[config.mk]
export PLATFORM = sky130hd
export DESIGN_NAME = ctrl_dispatcher_credit
export DESIGN_NICKNAME = d
export VERILOG_FILES = /design/src/rtl/ep2_dispatch_pkg.sv /design/src/rtl/ctrl_dispatch_select.sv /design/src/rtl/ctrl_dispatcher_credit.sv
export SDC_FILE = /design/constraint.sdc
export NUM_CORES = 1
export LEC_CHECK = 0
export CORE_UTILIZATION = 50
export CTS_BUF_LIST = sky130_fd_sc_hd__clkbuf_8
export CTS_CLUSTER_SIZE = 16
export DETAILED_ROUTE_END_ITERATION = 8
export DONT_BUFFER_PORTS = 1
export GPL_ROUTABILITY_DRIVEN = 0
export MAX_ROUTING_LAYER = met4
export REMOVE_ABC_BUFFERS = 1
export SLEW_MARGIN = 5
export SYNTH_ARGS = -nofsm -noshare
export SYNTH_HDL_FRONTEND = slang
export SYNTH_SLANG_ARGS = --single-unit
[constraint.sdc]
create_clock -name clk -period 7.7 [get_ports clk]
set_input_delay 0.77 -clock clk [delete_from_list [all_inputs] [get_ports clk]]
set_output_delay 0.77 -clock clk [all_outputs]
set_load 0.05 [all_outputs]
[src/rtl/ep2_dispatch_pkg.sv]
// Shared types and helpers for the credit-aware control dispatcher.
package ep2_dispatch_pkg;

    typedef enum logic {
        DISP_RR           = 1'b0,
        DISP_LEAST_LOADED = 1'b1
    } disp_mode_e;

    typedef enum logic {
        SLOT_EMPTY = 1'b0,
        SLOT_HOLD  = 1'b1
    } slot_state_e;

    // Index width that never collapses to zero for a single target.
    function automatic int clog2_min1(input int n);
        return (n <= 1) ? 1 : $clog2(n);
    endfunction

endpackage

[src/rtl/ctrl_dispatch_select.sv]
// Combinational target selection: round-robin from rr_ptr, or the eligible
// target holding the most credits (lowest index wins ties).
module ctrl_dispatch_select
    import ep2_dispatch_pkg::*;
#(
    parameter int D_COUNT        = 2,
    parameter int CREDIT_WIDTH   = 3,
    parameter int DISPATCH_WIDTH = clog2_min1(D_COUNT)
) (
    input  disp_mode_e                      mode,
    input  logic [D_COUNT-1:0]              eligible,
    input  logic [D_COUNT*CREDIT_WIDTH-1:0] credits,
    input  logic [DISPATCH_WIDTH-1:0]       rr_ptr,
    output logic [DISPATCH_WIDTH-1:0]       grant,
    output logic                            grant_valid
);

    logic [DISPATCH_WIDTH-1:0] rr_grant;
    logic [DISPATCH_WIDTH-1:0] ll_grant;
    logic [CREDIT_WIDTH-1:0]   ll_best;
    int                        rr_best_dist;

    // Distance of target t from the pointer, walking upward with wrap at D_COUNT.
    function automatic int rr_distance(input int t, input int ptr);
        return (t >= ptr) ? (t - ptr) : (t + D_COUNT - ptr);
    endfunction

    always_comb begin
        rr_grant     = '0;
        rr_best_dist = D_COUNT;
        for (int t = 0; t < D_COUNT; t++) begin
            if (eligible[t] && (rr_distance(t, int'(rr_ptr)) < rr_best_dist)) begin
                rr_best_dist = rr_distance(t, int'(rr_ptr));
                rr_grant     = DISPATCH_WIDTH'(t);
            end
        end
    end

    // Eligible targets always hold at least one credit, so a zero seed is safe
    // and strict comparison keeps the lowest index on ties.
    always_comb begin
        ll_grant = '0;
        ll_best  = '0;
        for (int t = 0; t < D_COUNT; t++) begin
            if (eligible[t] && (credits[t*CREDIT_WIDTH +: CREDIT_WIDTH] > ll_best)) begin
                ll_best  = credits[t*CREDIT_WIDTH +: CREDIT_WIDTH];
                ll_grant = DISPATCH_WIDTH'(t);
            end
        end
    end

    always_comb begin
        grant       = (mode == DISP_LEAST_LOADED) ? ll_grant : rr_grant;
        grant_valid = |eligible;
    end

endmodule

[src/rtl/ctrl_dispatcher_credit.sv]
// Credit-aware dispatcher: picks an eligible engine at each load and forks the
// index to every replicated consumer, holding it until all have accepted.
module ctrl_dispatcher_credit
    import ep2_dispatch_pkg::*;
#(
    parameter int  D_COUNT            = 2,
    parameter int  REPLICATED_OUT_NUM = 3,
    parameter int  CREDIT_MAX         = 4,
    parameter int  CREDIT_INIT        = 4,
    localparam int DISPATCH_WIDTH     = clog2_min1(D_COUNT),
    localparam int CREDIT_WIDTH       = $clog2(CREDIT_MAX + 1)
) (
    input  logic                                         clk,
    input  logic                                         rst,
    input  logic                                         cfg_mode,
    input  logic [D_COUNT-1:0]                           cfg_target_en,
    input  logic [D_COUNT-1:0]                           credit_return,
    output logic [REPLICATED_OUT_NUM*DISPATCH_WIDTH-1:0] m_dispatcher_tdata,
    output logic [REPLICATED_OUT_NUM-1:0]                m_dispatcher_tvalid,
    input  logic [REPLICATED_OUT_NUM-1:0]                m_dispatcher_tready,
    output logic                                         stat_credit_overflow,
    output logic [D_COUNT*CREDIT_WIDTH-1:0]              stat_credits
);

    slot_state_e                 state_p1;
    slot_state_e                 state_d;
    logic [CREDIT_WIDTH-1:0]     credit_q [D_COUNT];
    logic [D_COUNT*CREDIT_WIDTH-1:0] credit_flat;
    logic [D_COUNT-1:0]          eligible;
    logic [D_COUNT-1:0]          consume;
    logic [DISPATCH_WIDTH-1:0]   rr_ptr_q;
    logic [DISPATCH_WIDTH-1:0]   grant;
    logic                        grant_valid;
    logic [DISPATCH_WIDTH-1:0]   idx_p1;
    logic [REPLICATED_OUT_NUM-1:0] done_p1;
    logic [REPLICATED_OUT_NUM-1:0] tvalid;
    logic [REPLICATED_OUT_NUM-1:0] handshake;
    logic                        slot_free;
    logic                        load;
    logic                        overflow_q;

    // Eligibility looks only at registered credits; a return lands next cycle.
    always_comb begin
        credit_flat = '0;
        eligible    = '0;
        for (int t = 0; t < D_COUNT; t++) begin
            credit_flat[t*CREDIT_WIDTH +: CREDIT_WIDTH] = credit_q[t];
            eligible[t] = cfg_target_en[t] && (credit_q[t] != '0);
        end
    end

    ctrl_dispatch_select #(
        .D_COUNT        (D_COUNT),
        .CREDIT_WIDTH   (CREDIT_WIDTH),
        .DISPATCH_WIDTH (DISPATCH_WIDTH)
    ) u_select (
        .mode        (disp_mode_e'(cfg_mode)),
        .eligible    (eligible),
        .credits     (credit_flat),
        .rr_ptr      (rr_ptr_q),
        .grant       (grant),
        .grant_valid (grant_valid)
    );

    always_comb begin
        tvalid    = (state_p1 == SLOT_HOLD) ? ~done_p1 : '0;
        handshake = tvalid & m_dispatcher_tready;
        slot_free = (state_p1 == SLOT_EMPTY) || (&(done_p1 | handshake));
        load      = slot_free && grant_valid;
        consume   = '0;
        for (int t = 0; t < D_COUNT; t++) begin
            consume[t] = load && (grant == DISPATCH_WIDTH'(t));
        end
    end

    // ---- slot FSM: state register ----
    always_ff @(posedge clk or posedge rst) begin
        if (rst) begin
            state_p1 <= SLOT_EMPTY;
        end else begin
            state_p1 <= state_d;
        end
    end

    // ---- slot FSM: next state ----
    always_comb begin
        state_d = state_p1;
        if (slot_free) begin
            state_d = grant_valid ? SLOT_HOLD : SLOT_EMPTY;
        end
    end

    // ---- slot FSM: outputs ----
    always_comb begin
        m_dispatcher_tvalid = tvalid;
        m_dispatcher_tdata  = {REPLICATED_OUT_NUM{idx_p1}};
    end

    // ---- fork register: held index, per-replica done bits, rr pointer ----
    always_ff @(posedge clk or posedge rst) begin
        if (rst) begin
            idx_p1   <= '0;
            done_p1  <= '0;
            rr_ptr_q <= '0;
        end else if (slot_free) begin
            done_p1 <= '0;
            if (grant_valid) begin
                idx_p1   <= grant;
                rr_ptr_q <= (grant == DISPATCH_WIDTH'(D_COUNT - 1)) ? '0 : grant + 1'b1;
            end
        end else begin
            done_p1 <= done_p1 | handshake;
        end
    end

    // ---- credit counters ----
    always_ff @(posedge clk or posedge rst) begin
        if (rst) begin
            for (int t = 0; t < D_COUNT; t++) begin
                credit_q[t] <= CREDIT_WIDTH'(CREDIT_INIT);
            end
            overflow_q <= 1'b0;
        end else begin
            for (int t = 0; t < D_COUNT; t++) begin
                if (consume[t] && !credit_return[t]) begin
                    credit_q[t] <= credit_q[t] - 1'b1;
                end else if (credit_return[t] && !consume[t]) begin
                    if (credit_q[t] == CREDIT_WIDTH'(CREDIT_MAX)) begin
                        overflow_q <= 1'b1;
                    end else begin
                        credit_q[t] <= credit_q[t] + 1'b1;
                    end
                end
            end
        end
    end

    always_comb begin
        stat_credits         = credit_flat;
        stat_credit_overflow = overflow_q;
    end

endmodule
==> impl_metrics.ini <==
[clock_network]
hold_buffers = 0
ctsHtreeMaxLevel = 1
cts_buffers = 3
cts_max_path_buffers = 2
cts_sinks = 13
insertion_delay_ps = 250
cts_setup_buffers = 0
clk_pin_slew_worst_paths_ps = 60
cts_tree = done
cts.repair.resized = 0
clockRootBuffer = clkbuf_8

[cells_and_area]
postLayoutCoreUtil_pct = 56.8
drive_gt1_share_pct = 13.1
syn_to_final_growth_pct = 6.67
antenna_cells = 0
layoutNonFillerInstCount = 124
final_cell_mix = 15 x inv_1, 11 x dfrtp_1, 10 x a21oi_1
fin_nets = 119
layout_commonest_cell = inv_1

[sta]
tightest_slew_ps = 920
fin_tns_setup_ps = 0
post-route-period-util_pct = 41.2
finalHoldViolCount = 0
skew_ps = 2.38
fmax_mhz = 315
timing.final.ws_setup_ps = 4530
rsz0062_at_grt = no
drv_slew = 0
slew_headroom_pct = 38.5
setup_violations = 0
post-route-min-period_ps = 3170

[global_routing]
antenna_found_initial = 0
gr-usage-all-layers_pct = 20.1
grt_max_degree = 14
grt_pass1_wl_mm = 2.73
grt_remaining_overflow = 0
grt_pass1_vias = 687

[critical_path]
cpMostUsedCell = inv_1
crit_path_max_fanout = 6
slowest_stage = dfrtp_1
max_stage_delay_ps = 760
crit_arrival_ps = 3330
reg2reg_slack_ps = 4530
crit_type = reg -> reg
crit_chain = inv_1, ha_1, and3_1, o21ai_1, nand4_4, inv_1, ha_1, inv_1, fa_1, nor2_1, o21ai_1, a21oi_1, a21oi_1
end_kind = flip-flop
worstPathRequired_ps = 7860
start_kind = flip-flop

[route]
viasPerCell = 5.47
dr.pass1.iters = 4
num_vias = 678
first_iter_violations = 11
wl_mm = 1.60
drc = 0
antenna_left = 0
detail_route.wl_per_cell_um = 12.9

[synthesis]
ys_seq_area_share_pct = 35.6
synth_cell_types = 32
synth_area_per_cell_um2 = 9.48
ys_ff_latch = 13
synth_area_um2 = 920
ys_warn_count = 0
syn_inst = 97

[floorplan]
num_rows = 15
die_w_um = 44.9
io_pins = 23
core-area_mm2 = 0.00173
die_area_mm2 = 0.00201
dieHeight_um = 44.9
start_util_pct = 53.3

[job]
drv_cap = 0

[placed_design]
preCtsSetupSlack_ps = 4550
place_hpwl_mm = 1.24
placed_cells = 120
portBuffers = 0

[hold_path]
hold_path.class = in -> async

[outcome]
status = complete, no violations
==> area by class of cell <==
type                            instances  area (µm²)
Fill cell                             162         746
Multi-Input combinational cell         67         517
Sequential cell                        13         328
Inverter                               14        52.6
Clock buffer                            3        41.3
Tap cell                               25        31.3
Timing Repair Buffer                    1        7.51
Clock inverter                          1        3.75
==> worst paths after layout <==
path | from | to | cells past startpoint
max | stat_credits[3] | stat_credits[5] | 13
min | rst | stat_credits[3] | 1
max reg2reg | stat_credits[3] | stat_credits[5] | 13
min reg2reg | rr_ptr_q | rr_ptr_q | 1
max in group asynchronous | rst | stat_credits[2] | 1
min in group clk | rr_ptr_q | rr_ptr_q | 1
==> worst max-delay path, delay by kind of cell (launching register included) <==
| family | cells | cell delay (ps) |
|---|---|---|
| buffers and inverters | 3 | 410 |
| AOI/OAI and AO/OA | 4 | 550 |
| adders and majority gates | 3 | 920 |
| DFF | 1 | 760 |
| and+or+nand+nor | 3 | 440 |
==> routing by layer <==
metal / track usage (%) / up-vias / share of wire [%] / wire length, µm
met4: 12.7 / 0 / 2.9 / 46
met2: 33.8 / 21 / 47 / 748
met5: - / - / 0 / 0
met3: 4.40 / 5 / 5.0 / 80
met1: 21.2 / 316 / 45 / 723
li1: - / 336 / - / -
==> logic make-up (layout without fill, tap and decap cells) <==
kind of cell	after synthesis	count (layout)	synth area share [%]
fa+ha+maj	9	9	13.9
simple gates	29	29	18.8
flops	13	13	35.6
compound gates	29	29	23.5
buf+inv	17	19	8.16
==> synthesized netlist by cell type <==
| master | instances | area [µm²] |
|---|---|---|
| and3_1 | 1 | 6.26 |
| inv_1 | 14 | 52.6 |
| o21a_1 | 1 | 7.51 |
| a311o_1 | 1 | 10.0 |
| o22ai_1 | 1 | 6.26 |
| and2_1 | 2 | 12.5 |
| o211ai_1 | 1 | 7.51 |
| nor4b_1 | 1 | 8.76 |
| o21ai_1 | 5 | 25.0 |
| ha_1 | 7 | 87.6 |
| a21boi_2 | 1 | 11.3 |
| buf_4 | 3 | 22.5 |
| dfrtp_1 | 11 | 275 |
| fa_1 | 2 | 40.0 |
| a21oi_1 | 10 | 50.1 |
| nor2b_4 | 1 | 13.8 |
| a221o_1 | 1 | 10.0 |
| nor2_1 | 8 | 30.0 |
| nand4_4 | 1 | 21.3 |
| nand3_1 | 2 | 10.0 |
| o211a_1 | 1 | 10.0 |
| nor3_1 | 1 | 5.00 |
| dfstp_2 | 2 | 52.6 |
| nor2b_1 | 2 | 12.5 |
| or3_4 | 1 | 11.3 |
| a31oi_1 | 3 | 18.8 |
| o21ai_0 | 1 | 5.00 |
| nand2b_1 | 3 | 18.8 |
| nand2_1 | 6 | 22.5 |
| o31ai_2 | 1 | 12.5 |
| o31ai_4 | 1 | 21.3 |
| a22oi_4 | 1 | 21.3 |
==> sequential cells by signal (all words and copies together) (netlist names) <==
signal,cells
state_p1,1
rr_ptr_q,1
stat_credit_overflow,1
idx_p1,1
stat_credits,6
done_p1,3
==> stage by stage <==
stage	hold slack, ps	instance area, µm²
detailed placement	484	936
CTS	453	981
finish	430	981
floorplan	465	897
global route	467	981
global placement	484	936
Power is left out: the tool's default activity adds up to more than one toggle a clock period on the data nets, which glitch-free logic cannot reach.
